`src/rtl/screen_sequencer_pkg.sv`:
```
// Shared types and constants for the screen sequencer slice.
// Holds the sequencer state encoding, the VGA coordinate widths, the default
// colour width and the transparent colour key used by the optional key-out path.
package screen_sequencer_pkg;

   typedef enum logic [2:0] {
      ST_IDLE,
      ST_DRAW,
      ST_FLUSH,
      ST_HOLD,
      ST_DONE
   } state_t;

   localparam int VGA_X_W          = 8;
   localparam int VGA_Y_W          = 7;
   localparam int COLOUR_W_DEFAULT = 9;

   // Transparent key: this bit replicated across the full colour width
   // (all-ones), so the key tracks whatever COLOUR_W the block is built with.
   localparam logic TRANSPARENT_KEY_BIT = 1'b1;

   // Synchronous ROM read plus the output register stage.
   localparam int FLUSH_CYCLES = 2;

endpackage

```
`src/rtl/screen_sequencer_if.sv`:
```
// Bundle of all non-clock signals of the screen sequencer.
// master: sequencer side (drives ROM address/select, VGA plot bus, done, busy).
// slave : environment side (drives req and the ROM read data).
interface screen_sequencer_if
   import screen_sequencer_pkg::*;
#(
   parameter int NUM_SCREENS = 9,
   parameter int H_RES       = 160,
   parameter int V_RES       = 120,
   parameter int COLOUR_W    = COLOUR_W_DEFAULT
);
   localparam int SEL_W  = $clog2(NUM_SCREENS);
   localparam int ADDR_W = $clog2(H_RES * V_RES);

   // request / completion channels
   logic [NUM_SCREENS-1:0] req;
   logic [NUM_SCREENS-1:0] done;
   logic                   busy;

   // image ROM port (rom_data valid one cycle after rom_addr)
   logic [SEL_W-1:0]       rom_sel;
   logic [ADDR_W-1:0]      rom_addr;
   logic [COLOUR_W-1:0]    rom_data;

   // VGA plot port
   logic [VGA_X_W-1:0]     x;
   logic [VGA_Y_W-1:0]     y;
   logic [COLOUR_W-1:0]    colour;
   logic                   write_en;

   modport master (
      input  req, rom_data,
      output done, busy, rom_sel, rom_addr, x, y, colour, write_en
   );

   modport slave (
      output req, rom_data,
      input  done, busy, rom_sel, rom_addr, x, y, colour, write_en
   );

endinterface

```
`src/rtl/screen_sequencer_req_arbiter.sv`:
```
// Request arming and fixed-priority grant for the screen sequencer.
// Ports: clk, resetn, req (level per screen), disarm_en/disarm_idx (channel just
// completed), grant_idx/grant_vld (lowest-index request that is armed).
// Latency: grant is combinational from req and the registered arm mask.
module screen_req_arbiter
#(
   parameter int NUM_SCREENS = 9,
   parameter int SEL_W       = $clog2(NUM_SCREENS)
)(
   input  logic                   clk,
   input  logic                   resetn,
   input  logic [NUM_SCREENS-1:0] req,
   input  logic                   disarm_en,
   input  logic [SEL_W-1:0]       disarm_idx,
   output logic [SEL_W-1:0]       grant_idx,
   output logic                   grant_vld
);

   logic [NUM_SCREENS-1:0] arm;
   logic [NUM_SCREENS-1:0] disarm_mask;

   always_comb begin
      disarm_mask = '0;
      if (disarm_en) begin
         disarm_mask[disarm_idx] = 1'b1;
      end
   end

   // A channel re-arms only once its req has been seen low, so a request
   // that simply stays high after completing is not served a second time.
   // Disarm wins in the completion cycle; a low req re-arms one cycle later.
   always_ff @(posedge clk or negedge resetn) begin
      if (!resetn) begin
         arm <= '1;
      end else begin
         arm <= (arm | ~req) & ~disarm_mask;
      end
   end

   // Scan high to low so the last hit (lowest index) wins.
   always_comb begin
      grant_vld = 1'b0;
      grant_idx = '0;
      for (int i = NUM_SCREENS - 1; i >= 0; i--) begin
         if (req[i] && arm[i]) begin
            grant_vld = 1'b1;
            grant_idx = SEL_W'(i);
         end
      end
   end

endmodule

```
`src/rtl/screen_sequencer.sv`:
```
// Copies one of NUM_SCREENS ROM images onto a VGA plot port, one pixel per cycle.
// Latency: a pixel is plotted (write_en=1) 2 cycles after its rom_addr; done
// pulses 1 + HOLD_CYCLES cycles after the last plotted pixel.
// Backpressure: none; the plot port always accepts. Dropping req[sel] during
// DRAW/HOLD aborts the frame within one cycle, squashing in-flight pixels.
// Ports: clk, resetn, bus (screen_sequencer_if.master: req/done/busy, ROM port,
// VGA port). Build option: define SCREEN_TRANSPARENT_EN to skip plotting pixels
// whose ROM colour is all-ones.
module screen_sequencer
   import screen_sequencer_pkg::*;
#(
   parameter int NUM_SCREENS = 9,
   parameter int H_RES       = 160,
   parameter int V_RES       = 120,
   parameter int COLOUR_W    = COLOUR_W_DEFAULT,
   parameter int HOLD_CYCLES = 0
)(
   input  logic               clk,
   input  logic               resetn,
   screen_sequencer_if.master bus
);

   localparam int SEL_W     = $clog2(NUM_SCREENS);
   localparam int ADDR_W    = $clog2(H_RES * V_RES);
   localparam int HOLD_W    = (HOLD_CYCLES > 1) ? $clog2(HOLD_CYCLES) : 1;
   localparam int FLUSH_W   = 1;

`ifdef SCREEN_TRANSPARENT_EN
   localparam bit KEY_EN = 1'b1;
`else
   localparam bit KEY_EN = 1'b0;
`endif

   state_t                  state, state_nxt;
   logic [SEL_W-1:0]        sel_q;
   logic [ADDR_W-1:0]       addr_cnt;
   logic [VGA_X_W-1:0]      x_cnt;
   logic [VGA_Y_W-1:0]      y_cnt;
   logic [FLUSH_W-1:0]      flush_cnt;
   logic [HOLD_W-1:0]       hold_cnt;

   // stage 1: coordinates travelling alongside the ROM read
   logic                    pix_vld_s1;
   logic [VGA_X_W-1:0]      x_s1;
   logic [VGA_Y_W-1:0]      y_s1;

   // stage 2: registered VGA outputs
   logic                    write_en_q;
   logic [VGA_X_W-1:0]      x_q;
   logic [VGA_Y_W-1:0]      y_q;
   logic [COLOUR_W-1:0]     colour_q;

   logic [SEL_W-1:0]        grant_idx;
   logic                    grant_vld;
   logic                    abort;
   logic                    last_addr;
   logic                    key_hit;
   logic                    pix_plot;
   logic [NUM_SCREENS-1:0]  done_vec;

   screen_req_arbiter #(
      .NUM_SCREENS (NUM_SCREENS),
      .SEL_W       (SEL_W)
   ) u_arb (
      .clk        (clk),
      .resetn     (resetn),
      .req        (bus.req),
      .disarm_en  (state == ST_DONE),
      .disarm_idx (sel_q),
      .grant_idx  (grant_idx),
      .grant_vld  (grant_vld)
   );

   // Only DRAW and HOLD are abortable; FLUSH always drains to completion.
   assign abort     = ((state == ST_DRAW) || (state == ST_HOLD)) && !bus.req[sel_q];
   assign last_addr = (addr_cnt == ADDR_W'(H_RES * V_RES - 1));
   assign key_hit   = KEY_EN && (bus.rom_data == {COLOUR_W{TRANSPARENT_KEY_BIT}});
   assign pix_plot  = pix_vld_s1 && !abort && !key_hit;

   // ---------------- FSM ----------------
   always_ff @(posedge clk or negedge resetn) begin
      if (!resetn) begin
         state <= ST_IDLE;
      end else begin
         state <= state_nxt;
      end
   end

   always_comb begin
      state_nxt = state;
      done_vec  = '0;
      case (state)
         ST_IDLE: begin
            if (grant_vld) begin
               state_nxt = ST_DRAW;
            end
         end
         ST_DRAW: begin
            if (abort) begin
               state_nxt = ST_IDLE;
            end else if (last_addr) begin
               state_nxt = ST_FLUSH;
            end
         end
         ST_FLUSH: begin
            if (flush_cnt == FLUSH_W'(FLUSH_CYCLES - 1)) begin
               state_nxt = (HOLD_CYCLES == 0) ? ST_DONE : ST_HOLD;
            end
         end
         ST_HOLD: begin
            if (abort) begin
               state_nxt = ST_IDLE;
            end else if (hold_cnt == HOLD_W'(HOLD_CYCLES - 1)) begin
               state_nxt = ST_DONE;
            end
         end
         ST_DONE: begin
            done_vec[sel_q] = 1'b1;
            state_nxt       = ST_IDLE;
         end
         default: begin
            state_nxt = ST_IDLE;
         end
      endcase
   end

   // ---------------- counters and selection ----------------
   always_ff @(posedge clk or negedge resetn) begin
      if (!resetn) begin
         sel_q     <= '0;
         addr_cnt  <= '0;
         x_cnt     <= '0;
         y_cnt     <= '0;
         flush_cnt <= '0;
         hold_cnt  <= '0;
      end else begin
         case (state)
            ST_IDLE: begin
               addr_cnt  <= '0;
               x_cnt     <= '0;
               y_cnt     <= '0;
               flush_cnt <= '0;
               hold_cnt  <= '0;
               if (grant_vld) begin
                  sel_q <= grant_idx;
               end
            end
            ST_DRAW: begin
               // rom_addr parks on the last pixel while the pipeline drains.
               if (!abort && !last_addr) begin
                  addr_cnt <= addr_cnt + ADDR_W'(1);
                  if (x_cnt == VGA_X_W'(H_RES - 1)) begin
                     x_cnt <= '0;
                     y_cnt <= y_cnt + VGA_Y_W'(1);
                  end else begin
                     x_cnt <= x_cnt + VGA_X_W'(1);
                  end
               end
            end
            ST_FLUSH: flush_cnt <= flush_cnt + FLUSH_W'(1);
            ST_HOLD:  hold_cnt  <= hold_cnt + HOLD_W'(1);
            default: ;
         endcase
      end
   end

   // ---------------- pixel pipeline ----------------
   always_ff @(posedge clk or negedge resetn) begin
      if (!resetn) begin
         pix_vld_s1 <= 1'b0;
         x_s1       <= '0;
         y_s1       <= '0;
         write_en_q <= 1'b0;
         x_q        <= '0;
         y_q        <= '0;
         colour_q   <= '0;
      end else begin
         pix_vld_s1 <= (state == ST_DRAW) && !abort;
         x_s1       <= x_cnt;
         y_s1       <= y_cnt;
         write_en_q <= pix_plot;
         // VGA bus holds its last plotted value outside plot cycles.
         if (pix_plot) begin
            x_q      <= x_s1;
            y_q      <= y_s1;
            colour_q <= bus.rom_data;
         end
      end
   end

   assign bus.rom_sel  = sel_q;
   assign bus.rom_addr = addr_cnt;
   assign bus.x        = x_q;
   assign bus.y        = y_q;
   assign bus.colour   = colour_q;
   assign bus.write_en = write_en_q;
   assign bus.done     = done_vec;
   assign bus.busy     = (state != ST_IDLE);

endmodule

```
`src/flat_wrapper.sv`:
```
// flat-port wrapper written by rule: the top's interface ports become plain ports
module screen_sequencer_flat import screen_sequencer_pkg::*;
#(
   parameter int NUM_SCREENS = 9,
   parameter int H_RES       = 160,
   parameter int V_RES       = 120,
   parameter int COLOUR_W    = COLOUR_W_DEFAULT,
   parameter int HOLD_CYCLES = 0
)
  (clk, resetn, bus_req, bus_rom_data, bus_done, bus_busy, bus_rom_sel, bus_rom_addr, bus_x, bus_y, bus_colour, bus_write_en);
  screen_sequencer_if #(.NUM_SCREENS(NUM_SCREENS), .H_RES(H_RES), .V_RES(V_RES), .COLOUR_W(COLOUR_W)) bus_i ();
  input  logic clk;
  input  logic resetn;
  input wire logic [$bits(bus_i.req)-1:0] bus_req;
  input wire logic [$bits(bus_i.rom_data)-1:0] bus_rom_data;
  output wire logic [$bits(bus_i.done)-1:0] bus_done;
  output wire logic [$bits(bus_i.busy)-1:0] bus_busy;
  output wire logic [$bits(bus_i.rom_sel)-1:0] bus_rom_sel;
  output wire logic [$bits(bus_i.rom_addr)-1:0] bus_rom_addr;
  output wire logic [$bits(bus_i.x)-1:0] bus_x;
  output wire logic [$bits(bus_i.y)-1:0] bus_y;
  output wire logic [$bits(bus_i.colour)-1:0] bus_colour;
  output wire logic [$bits(bus_i.write_en)-1:0] bus_write_en;
  assign bus_i.req = bus_req;
  assign bus_i.rom_data = bus_rom_data;
  assign bus_done = bus_i.done;
  assign bus_busy = bus_i.busy;
  assign bus_rom_sel = bus_i.rom_sel;
  assign bus_rom_addr = bus_i.rom_addr;
  assign bus_x = bus_i.x;
  assign bus_y = bus_i.y;
  assign bus_colour = bus_i.colour;
  assign bus_write_en = bus_i.write_en;
  screen_sequencer #(.NUM_SCREENS(NUM_SCREENS), .H_RES(H_RES), .V_RES(V_RES), .COLOUR_W(COLOUR_W), .HOLD_CYCLES(HOLD_CYCLES)) u_core (.clk(clk), .resetn(resetn), .bus(bus_i));
endmodule
```
`config.mk`:
```
export PLATFORM = sky130hd
export DESIGN_NAME = screen_sequencer_flat
export DESIGN_NICKNAME = d
export VERILOG_FILES = /design/src/rtl/screen_sequencer_pkg.sv /design/src/rtl/screen_sequencer_if.sv /design/src/rtl/screen_sequencer_req_arbiter.sv /design/src/rtl/screen_sequencer.sv /design/src/flat_wrapper.sv
export SDC_FILE = /design/constraint.sdc
export NUM_CORES = 1
export LEC_CHECK = 0
export ABC_AREA = 1
export CORE_ASPECT_RATIO = 2
export CORE_MARGIN = 1
export CORE_UTILIZATION = 48
export DETAILED_ROUTE_END_ITERATION = 8
export PLACE_DENSITY = 0.82
export SYNTH_ARGS = -nofsm -noshare
export SYNTH_HDL_FRONTEND = slang
export SYNTH_HIERARCHICAL = 1
export SYNTH_SLANG_ARGS = --single-unit
```
`constraint.sdc`:
```
create_clock -name clk -period 1.7 [get_ports clk]
set_clock_uncertainty 0.05 [all_clocks]
set_input_delay 0.34 -clock clk [delete_from_list [all_inputs] [get_ports clk]]
set_output_delay 0.34 -clock clk [all_outputs]
set_load 0.02 [all_outputs]
```
==> results by group, run 1 <==
Outcome
  – Status: finished, violations left
  – Failing checks: negative setup slack

GRT
  – Largest net degree at the start of global routing: 66
  – First-pass GRT wire length: between 15 and 20 mm
  – Initial antenna violation count: 0
  – Total track usage: 27.3%
  – Vias in the first global route: 4146
  – Grt ovf: 0

Power and ir drop
  – Pwr dens: 1540 nW/um^2
  – Max IR drop VDD: just under 1 mV
  – Total power draw: 0.0100 W
  – Leak: 3.43 nW

Synth
  – Seq/Total Area, Yosys: between 50% and 60%
  – Number of enable flip-flop cells after synthesis: 0
  – Post-synthesis register bit count: 89
  – YS warnings: 6
  – Post-synthesis area per instance: just over 8 sq um
  – Syn Std Cell Area: ~4300 sq um
  – Post-synth net total: 548
  – Post-synth ARST share: 100%
  – Most used flip-flop cell after synthesis: dfrtp_1
  – Synth Instances: between 500 and 600
  – Count of cell types in the netlist: 37

Detailed routing
  – Total wire length: 13.3 mm
  – Antenna-violating nets left: 0
  – Vias per inst: 5.45
  – Via Count: between 4000 and 5000
  – First-pass iteration count of the detailed router: 5
  – Drt drc: 0
  – Initial DRC Count: approximately 310
  – Drt wl/cell: 17.1 um

STA
  – Max_slew headroom: 66.7%
  – Final worst-path cycle share: 114%
  – Setup TNS: -7.77 ns
  – WHS: approximately 0.38 ns
  – Hold Violations, Final: 0
  – Finish-stage setup viols: 66
  – Min Tclk post-route: 1.95 ns
  – RSZ-0062 raised after global routing: yes
  – Least-Margin Pin Slew: 0.499 ns
  – Max Slew Vio Count: 0
  – Worst Slack Setup Final: -0.246 ns
  – FMAX: between 500 and 600 MHz

Die
  – Chip Width: a little under 70 um
  – Starting density of the core: 49.8%
  – Die area: about 9400 sq um
  – Core area: 8650 sq um
  – # rows: 48
  – # IOs: 74
  – Die height: 136 um

Critical path
  – CP Max Fanout: 12
  – Setup CP Type: reg -> reg
  – Critical Path RT: around 1.9 ns
  – Buf+Inv Stages, Crit Path: 4
  – Worst path top cell family by delay: simple AND/OR/NAND/NOR gates
  – Startpoint types: flop
  – CP Capture Type: flop
  – Largest stage delay, worst path: 0.44 ns
  – Worst path most repeated cell: nand2_1
  – CP max stage cell: dfrtp_2
  – Cells along the critical path: buf_6, inv_8, nand2_2, nand2_1, nand2_1, nand2_1, nand2_2, nand3_4, inv_2, nand2_2, nand2_4, bufbuf_16, nand2_1, nand2_1
  – Worst Path Arrival: 2.11 ns

Run
  – Maxcap violations: 0

Min path
  – Hold crit path type: reg -> reg

Place
  – Place WS: -0.360 ns
  – PortBufs: 73
  – DP HPWL: 7.62 mm
  – Gpl congestion: 0.915

Clock network
  – # H-tree levels: 3
  – Clock-pin slew on the worst setup and hold paths: 0.07 ns
  – Root Buffer: clkbuf_16
  – Clock Latency Late Sink: 0.35 ns
  – Total CTS buffers: 9
  – CTS tree: done
  – Clk buf depth: 2
  – Sink Count: 89

Final layout
  – Layout Area Growth over Synthesis: 51.4%
  – Layout cells sized above 1: 32.9%
  – Net count reported at finish: 699
  – Ant. Diodes: 0
  – Final core occ: about three quarters
  – Fillers: approximately 540
==> sequential cells by signal (all words and copies together), names as in the netlist <==
| signal | flops |
|---|---|
| u_core/bus.colour | 9 |
| u_core/bus.rom_addr | 15 |
| u_core/bus.rom_sel | 4 |
| u_core/bus.write_en | 1 |
| u_core/bus.x | 8 |
| u_core/bus.y | 7 |
| u_core/flush_cnt | 1 |
| u_core/hold_cnt | 1 |
| u_core/pix_vld_s1 | 1 |
| u_core/state | 3 |
| u_core/u_arb/arm | 9 |
| u_core/x_cnt | 8 |
| u_core/x_s1 | 8 |
| u_core/y_cnt | 7 |
| u_core/y_s1 | 7 |
==> worst paths after layout <==
| path | start | endpoint | slack [ns] | cells after the start |
|---|---|---|---|---|
| hold / removal | u_core/y_cnt[3]$_DFFE_PN0P_ | u_core/y_s1[3]$_DFF_PN0_ | 0.38 | 0 |
| setup reg to reg | u_core/bus.rom_sel[0]$_DFFE_PN0P_ | u_core/bus.x[5]$_DFFE_PN0P_ | -0.25 | 14 |
| min in group asynchronous | resetn | u_core/bus.colour[8]$_DFFE_PN0P_ | 0.48 | 3 |
| setup / recovery | u_core/bus.rom_sel[0]$_DFFE_PN0P_ | u_core/bus.x[5]$_DFFE_PN0P_ | -0.25 | 14 |
| hold reg to reg | u_core/y_cnt[3]$_DFFE_PN0P_ | u_core/y_s1[3]$_DFF_PN0_ | 0.38 | 0 |
| max in group asynchronous | resetn | u_core/u_arb/arm[8]$_DFF_PN1_ | 0.80 | 3 |
==> per-stage QoR <==
| stage | std cells | cell area (sq um) |
|---|---|---|
| final | 780 | 6520 |
| after global routing | 780 | 6520 |
| after CTS | 773 | 6200 |
| after detailed placement | 750 | 5610 |
| after global placement | 750 | 5610 |
| after floorplan | 525 | 4340 |
==> cells by family after synthesis <==
logic type               count (synthesis)  synth area share, %
AND/OR/NAND/NOR                        325                 32.9
flip-flops                              89                 52.0
buffers and inverters                   60                 6.36
AO/OA/AOI/OAI                           30                 4.16
XOR/XNOR                                16                 3.25
adder cells (fa/ha/maj)                  3                0.872
multiplexers                             2                0.494
==> power breakdown <==
group	total, W	switching, W	internal [W]
combinational	0.00508	0.00297	0.00212
sequential	0.00278	0.000287	0.00249
clock	0.00215	0.000827	0.00133
total	0.0100	0.00408	0.00594
==> cell usage after synthesis (all sizes together) (3+ instances only) <==
master,number,area (sq um)
nand2,212,836
dfrtp,80,2000
nor2,64,253
inv,47,179
nand3,27,165
o21ai,14,70.1
xor2,12,105
buf,10,83.8
dfstp,9,236
a21oi,6,33.8
nand4,6,37.5
nor3,6,30.0
nor3b,6,45.0
a22oi,5,37.5
xnor2,4,35.0
ha,3,37.5
==> final cells by class <==
class,count,area (sq um),area share (%)
flip-flops and latches,89,2240,34.4
multi-input cells,377,2170,33.3
repair buffers,151,1440,22.1
clock buffers,11,243,3.72
inverters,48,216,3.32
well taps,100,125,1.92
clock inverters,4,77.6,1.19
==> layout by cell type (no fill, tap or decap), types with 5 or more instances in the layout <==
cell type / synthesis / layout
dfstp_2: 9 / 9
o21ai_1: 2 / 6
a22oi_1: 5 / 5
nand2_4: 3 / 10
nor3_1: 6 / 5
dfrtp_1: 80 / 76
xor2_1: 12 / 12
nand2_1: 202 / 156
clkbuf_16: 0 / 9
nand2_2: 7 / 43
dlymetal6s2s_1: 0 / 6
nor2_2: 5 / 11
buf_6: 5 / 14
inv_1: 40 / 38
clkdlybuf4s50_1: 0 / 18
nand3_2: 1 / 7
buf_12: 0 / 5
inv_2: 6 / 5
nor2_1: 59 / 44
dlygate4sd2_1: 0 / 37
nor2_4: 0 / 9
nand3_1: 24 / 18
nand4_1: 6 / 6
buf_4: 1 / 65
==> per-layer routing <==
metal	part of all wire (%)	vias to the layer above	GRT usage (%)	wire length, um
met5	0	-	0	0
met4	5.7	0	15.8	764
li1	-	1954	-	-
met3	4.9	74	6.12	656
met1	34	2055	26.7	4530
met2	55	168	49.5	7390
==> what timing repair did <==
item | in CTS | in global routing
cloned | 4 | 0
setup endpoints to repair | 99 | 74
buffers inserted | 3 | 7
hold endpoints to repair | 80 | 0
resized for setup | 160 | 77
pin swaps | 16 | 14
hold buffers | 1 | 0
(Power assumes the default switching activity.)
==> run 2, diff against run 1 <==
--- a/config.mk
+++ b/config.mk
@@ -10,6 +10,7 @@
 export CORE_MARGIN = 1
 export CORE_UTILIZATION = 48
 export DETAILED_ROUTE_END_ITERATION = 8
+export GPL_TIMING_DRIVEN = 1
 export PLACE_DENSITY = 0.82
 export SYNTH_ARGS = -nofsm -noshare
 export SYNTH_HDL_FRONTEND = slang
==> results of run 2 <==
The final DEF is identical to that of run 1; final timing and power are the same.
==> run 3, diff against run 2 <==
--- a/config.mk
+++ b/config.mk
@@ -6,12 +6,14 @@
 export NUM_CORES = 1
 export LEC_CHECK = 0
 export ABC_AREA = 1
+export CAP_MARGIN = 20
 export CORE_ASPECT_RATIO = 2
 export CORE_MARGIN = 1
-export CORE_UTILIZATION = 48
+export CORE_UTILIZATION = 45
 export DETAILED_ROUTE_END_ITERATION = 8
 export GPL_TIMING_DRIVEN = 1
-export PLACE_DENSITY = 0.82
+export PLACE_DENSITY = 0.78
+export SLEW_MARGIN = 20
 export SYNTH_ARGS = -nofsm -noshare
 export SYNTH_HDL_FRONTEND = slang
 export SYNTH_HIERARCHICAL = 1
==> run 3 against run 2 <==
The run ends with design-rule violations, negative setup slack left. Worst setup slack gained 0.11 ns. Largest cell class is now multi-input combinational cells. Final cell count up 0.38%. Wire length decreased by 5.8%. Largest power group unchanged. Critical path depth fell by 3. Critical path type unchanged. Combinational power is 5.7% higher.
==> results by group, run 3 (synthesis gave the netlist of run 1 again) <==
Final layout
  – Max FFs per register: 15 (unchanged)
  – Final instance area: 6720 sq um (was 6520 sq um)
  – Post-route non-filler standard cell count: 783 (was 780)
  – Final core occ: 72.1% (was 75.4%)
  – Net count reported at finish: 697 (was 699)
  – Layout cells sized above 1: 37.7% (was 32.9%)
  – Layout Area Growth over Synthesis: 56.0% (was 51.4%)
  – Commonest non-fill, non-tap cells in the layout: nand2_1 (120), dfrtp_1 (76), nand2_2 (64), buf_4 (58), nor2_1 (48) (was nand2_1 (156), dfrtp_1 (76), buf_4 (65), nor2_1 (44), nand2_2 (43))
  – Ant. Diodes: 0 (unchanged)
  – Most common cell after layout, fill and taps aside: nand2_1 (unchanged)

STA
  – Setup TNS: -6.56 ns (was -7.77 ns)
  – Min Tclk post-route: 1.84 ns (was 1.95 ns)
  – Worst Slack Setup Final: -0.140 ns (was -0.246 ns)
  – Finish-stage setup viols: 65 (was 66)
  – Max Slew Vio Count: 0 (unchanged)
  – Least-Margin Pin Slew: 0.425 ns (was 0.499 ns)
  – Final worst-path cycle share: 108% (was 114%)
  – FMAX: 543 MHz (was 514 MHz)
  – RSZ-0062 raised after global routing: yes (unchanged)
  – Max_slew headroom: 71.6% (was 66.7%)
  – Hold Violations, Final: 0 (unchanged)

Critical path
  – Crit Reg-Reg Startpoint: u_core/bus.rom_sel[0]$_DFFE_PN0P_ (unchanged)
  – Buf+Inv Stages, Crit Path: 4 (unchanged)
  – Startpoint types: flop (unchanged)
  – Largest stage delay, worst path: 0.45 ns (was 0.44 ns)
  – Cells along the critical path: buf_4, nor2_4, buf_4, nand4_1, nand3_4, nand3_4, nand2_8, buf_12, buf_8, nand2_2, o21ai_2 (was buf_6, inv_8, nand2_2, nand2_1, nand2_1, nand2_1, nand2_2, nand3_4, inv_2, nand2_2, nand2_4, bufbuf_16, nand2_1, nand2_1)
  – RR Endpoint: u_core/bus.rom_addr[8]$_DFFE_PN0P_ (was u_core/bus.x[5]$_DFFE_PN0P_)
  – CP Capture Type: flop (unchanged)
  – Setup CP Type: reg -> reg (unchanged)
  – Reg2reg path depth: 11 (was 14)
  – Worst path top cell family by delay: simple AND/OR/NAND/NOR gates (unchanged)
  – CP Max Fanout: 6 (was 12)
  – CP max stage cell: dfrtp_2 (unchanged)
  – Flop2flop setup slack: -0.14 ns (was -0.25 ns)
  – Critical Path RT: 1.92 ns (was 1.87 ns)
  – Worst Path Arrival: 2.06 ns (was 2.11 ns)

Die
  – # IOs: 74 (unchanged)
  – # rows: 50 (was 48)
  – Die height: 140 um (was 136 um)
  – Core area: 9320 sq um (was 8650 sq um)
  – Starting density of the core: 46.2% (was 49.8%)
  – Chip Width: 71.2 um (was 69.0 um)
  – Die area: 9990 sq um (was 9380 sq um)

GRT
  – First-pass GRT wire length: 18.5 mm (was 18.8 mm)
  – Total track usage: 24.0% (was 27.3%)
  – Initial antenna violation count: 0 (unchanged)
  – Grt ovf: 0 (unchanged)
  – Largest net degree at the start of global routing: 38 (was 66)
  – Vias in the first global route: 4028 (was 4146)

Power and ir drop
  – Max IR drop VDD: 0.990 mV (was 0.964 mV)
  – Leak: 3.49 nW (was 3.43 nW)
  – Comb pwr share: 53.0% (was 50.8%)
  – Flop pwr share: 27.7% (was 27.8%)
  – Switching power: 0.00419 W (was 0.00408 W)
  – P_int: 0.00594 W (about the same)
  – Clock network fraction of design power: 19.3% (was 21.5%)
  – Pwr dens: 1510 nW/um^2 (was 1540 nW/um^2)
  – Switching share of power: 41.4% (was 40.7%)

Place
  – Placed Area: 5650 sq um (was 5610 sq um)
  – PortBufs: 73 (unchanged)
  – Gpl congestion: 0.898 (was 0.915)
  – Placed Cells: 754 (was 750)
  – DP HPWL: 7.63 mm (was 7.62 mm)

Detailed routing
  – Via Count: 4126 (was 4251)
  – Vias per inst: 5.27 (was 5.45)
  – Antenna-violating nets left: 0 (unchanged)
  – First-pass iteration count of the detailed router: 9 (was 5)
  – Total wire length: 12.6 mm (was 13.3 mm)
  – Drt drc: 7 (was 0)
  – Initial DRC Count: 251 (was 311)
  – Drt wl/cell: 16.1 um (was 17.1 um)

Clock network
  – Clk buf depth: 2 (unchanged)
  – Root Buffer: clkbuf_16 (unchanged)
  – Total CTS buffers: 9 (unchanged)
  – # H-tree levels: 3 (unchanged)
  – CTS tree: done (unchanged)
  – Clock Latency Late Sink: 0.34 ns (was 0.35 ns)
  – Clock-pin slew on the worst setup and hold paths: 0.06 ns (was 0.07 ns)
  – Sink Count: 89 (unchanged)

Outcome
  – Status: finished, violations left (unchanged)
  – Failing checks: design-rule violations, negative setup slack (was negative setup slack)

Min path
  – Hold Path Cell Cnt: 0 (unchanged)
  – Hold crit path type: reg -> reg (unchanged)
  – Worst Hold Path EP: u_core/x_s1[4]$_DFF_PN0_ (was u_core/y_s1[3]$_DFF_PN0_)
  – Hold Crit Start: u_core/x_cnt[4]$_DFFE_PN0P_ (was u_core/y_cnt[3]$_DFFE_PN0P_)

Run
  – Maxcap violations: 0 (unchanged)
[run 3: worst max-delay path by stage]
stage                                                 start                                   to  slack, ns  depth (start not counted)
after floorplan           u_core/bus.rom_sel[0]$_DFFE_PN0P_   u_core/bus.rom_addr[0]$_DFFE_PN0P_      -0.02                         13
after global placement                           bus_req[7]          u_core/state[1]$_DFFE_PN0P_      -0.28                         11
after detailed placement                         bus_req[2]          u_core/bus.x[7]$_DFFE_PN0P_      -0.37                         13
after CTS                 u_core/bus.rom_sel[0]$_DFFE_PN0P_     u_core/bus.colour[3]$_DFFE_PN0P_      -0.14                         15
after global routing      u_core/bus.rom_sel[0]$_DFFE_PN0P_  u_core/bus.rom_addr[13]$_DFFE_PN0P_      -0.21                         11
final                     u_core/bus.rom_sel[0]$_DFFE_PN0P_   u_core/bus.rom_addr[8]$_DFFE_PN0P_      -0.14                         11
[run 3: metal layers]
layer  up-vias  routed length [um]  GRT usage [%]
li1       1943                   -              -
met1      2012                4330           24.6
met2       141                7390           45.0
met3        30                 495           4.10
met4         0                 360           12.7
met5         -                   0              0
[run 3: power groups by stage]
stage	registers [W]	clock network, W	logic [W]
finish	0.00280	0.00196	0.00537
global placement	0.00275	0	0.00363
CTS	0.00276	0.00198	0.00470
floorplan	0.00302	0	0.00180
detailed placement	0.00277	0	0.00373
global route	0.00285	0.00207	0.00569
[run 3: area by class of cell]
type	count	area [sq um]
fillers	640	2600
multi-input cells	376	2330
flip-flops and latches	89	2240
repair buffers	150	1490
clock buffers	10	229
inverters	48	223
well taps	104	130
clock inverters	6	65.1
[run 3: repair_timing]
item / 4_1_cts / 5_1_grt
setup endpoints to repair: 92 / 82
pin swaps: 20 / 33
setup buffers: 8 / 4
hold endpoints to repair: 17 / 0
hold buffers: 1 / 0
gates resized for setup: 158 / 133
gates cloned: 3 / 2
[run 3: per-stage QoR]
step	power, W	hold WS [ns]	setup WS, ns
final	0.0101	0.367	-0.140
after global routing	0.0106	0.378	-0.209
after CTS	0.00944	0.365	-0.138
after detailed placement	0.00650	0.257	-0.365
after global placement	0.00639	0.251	-0.278
after floorplan	0.00482	-0.00559	-0.0171
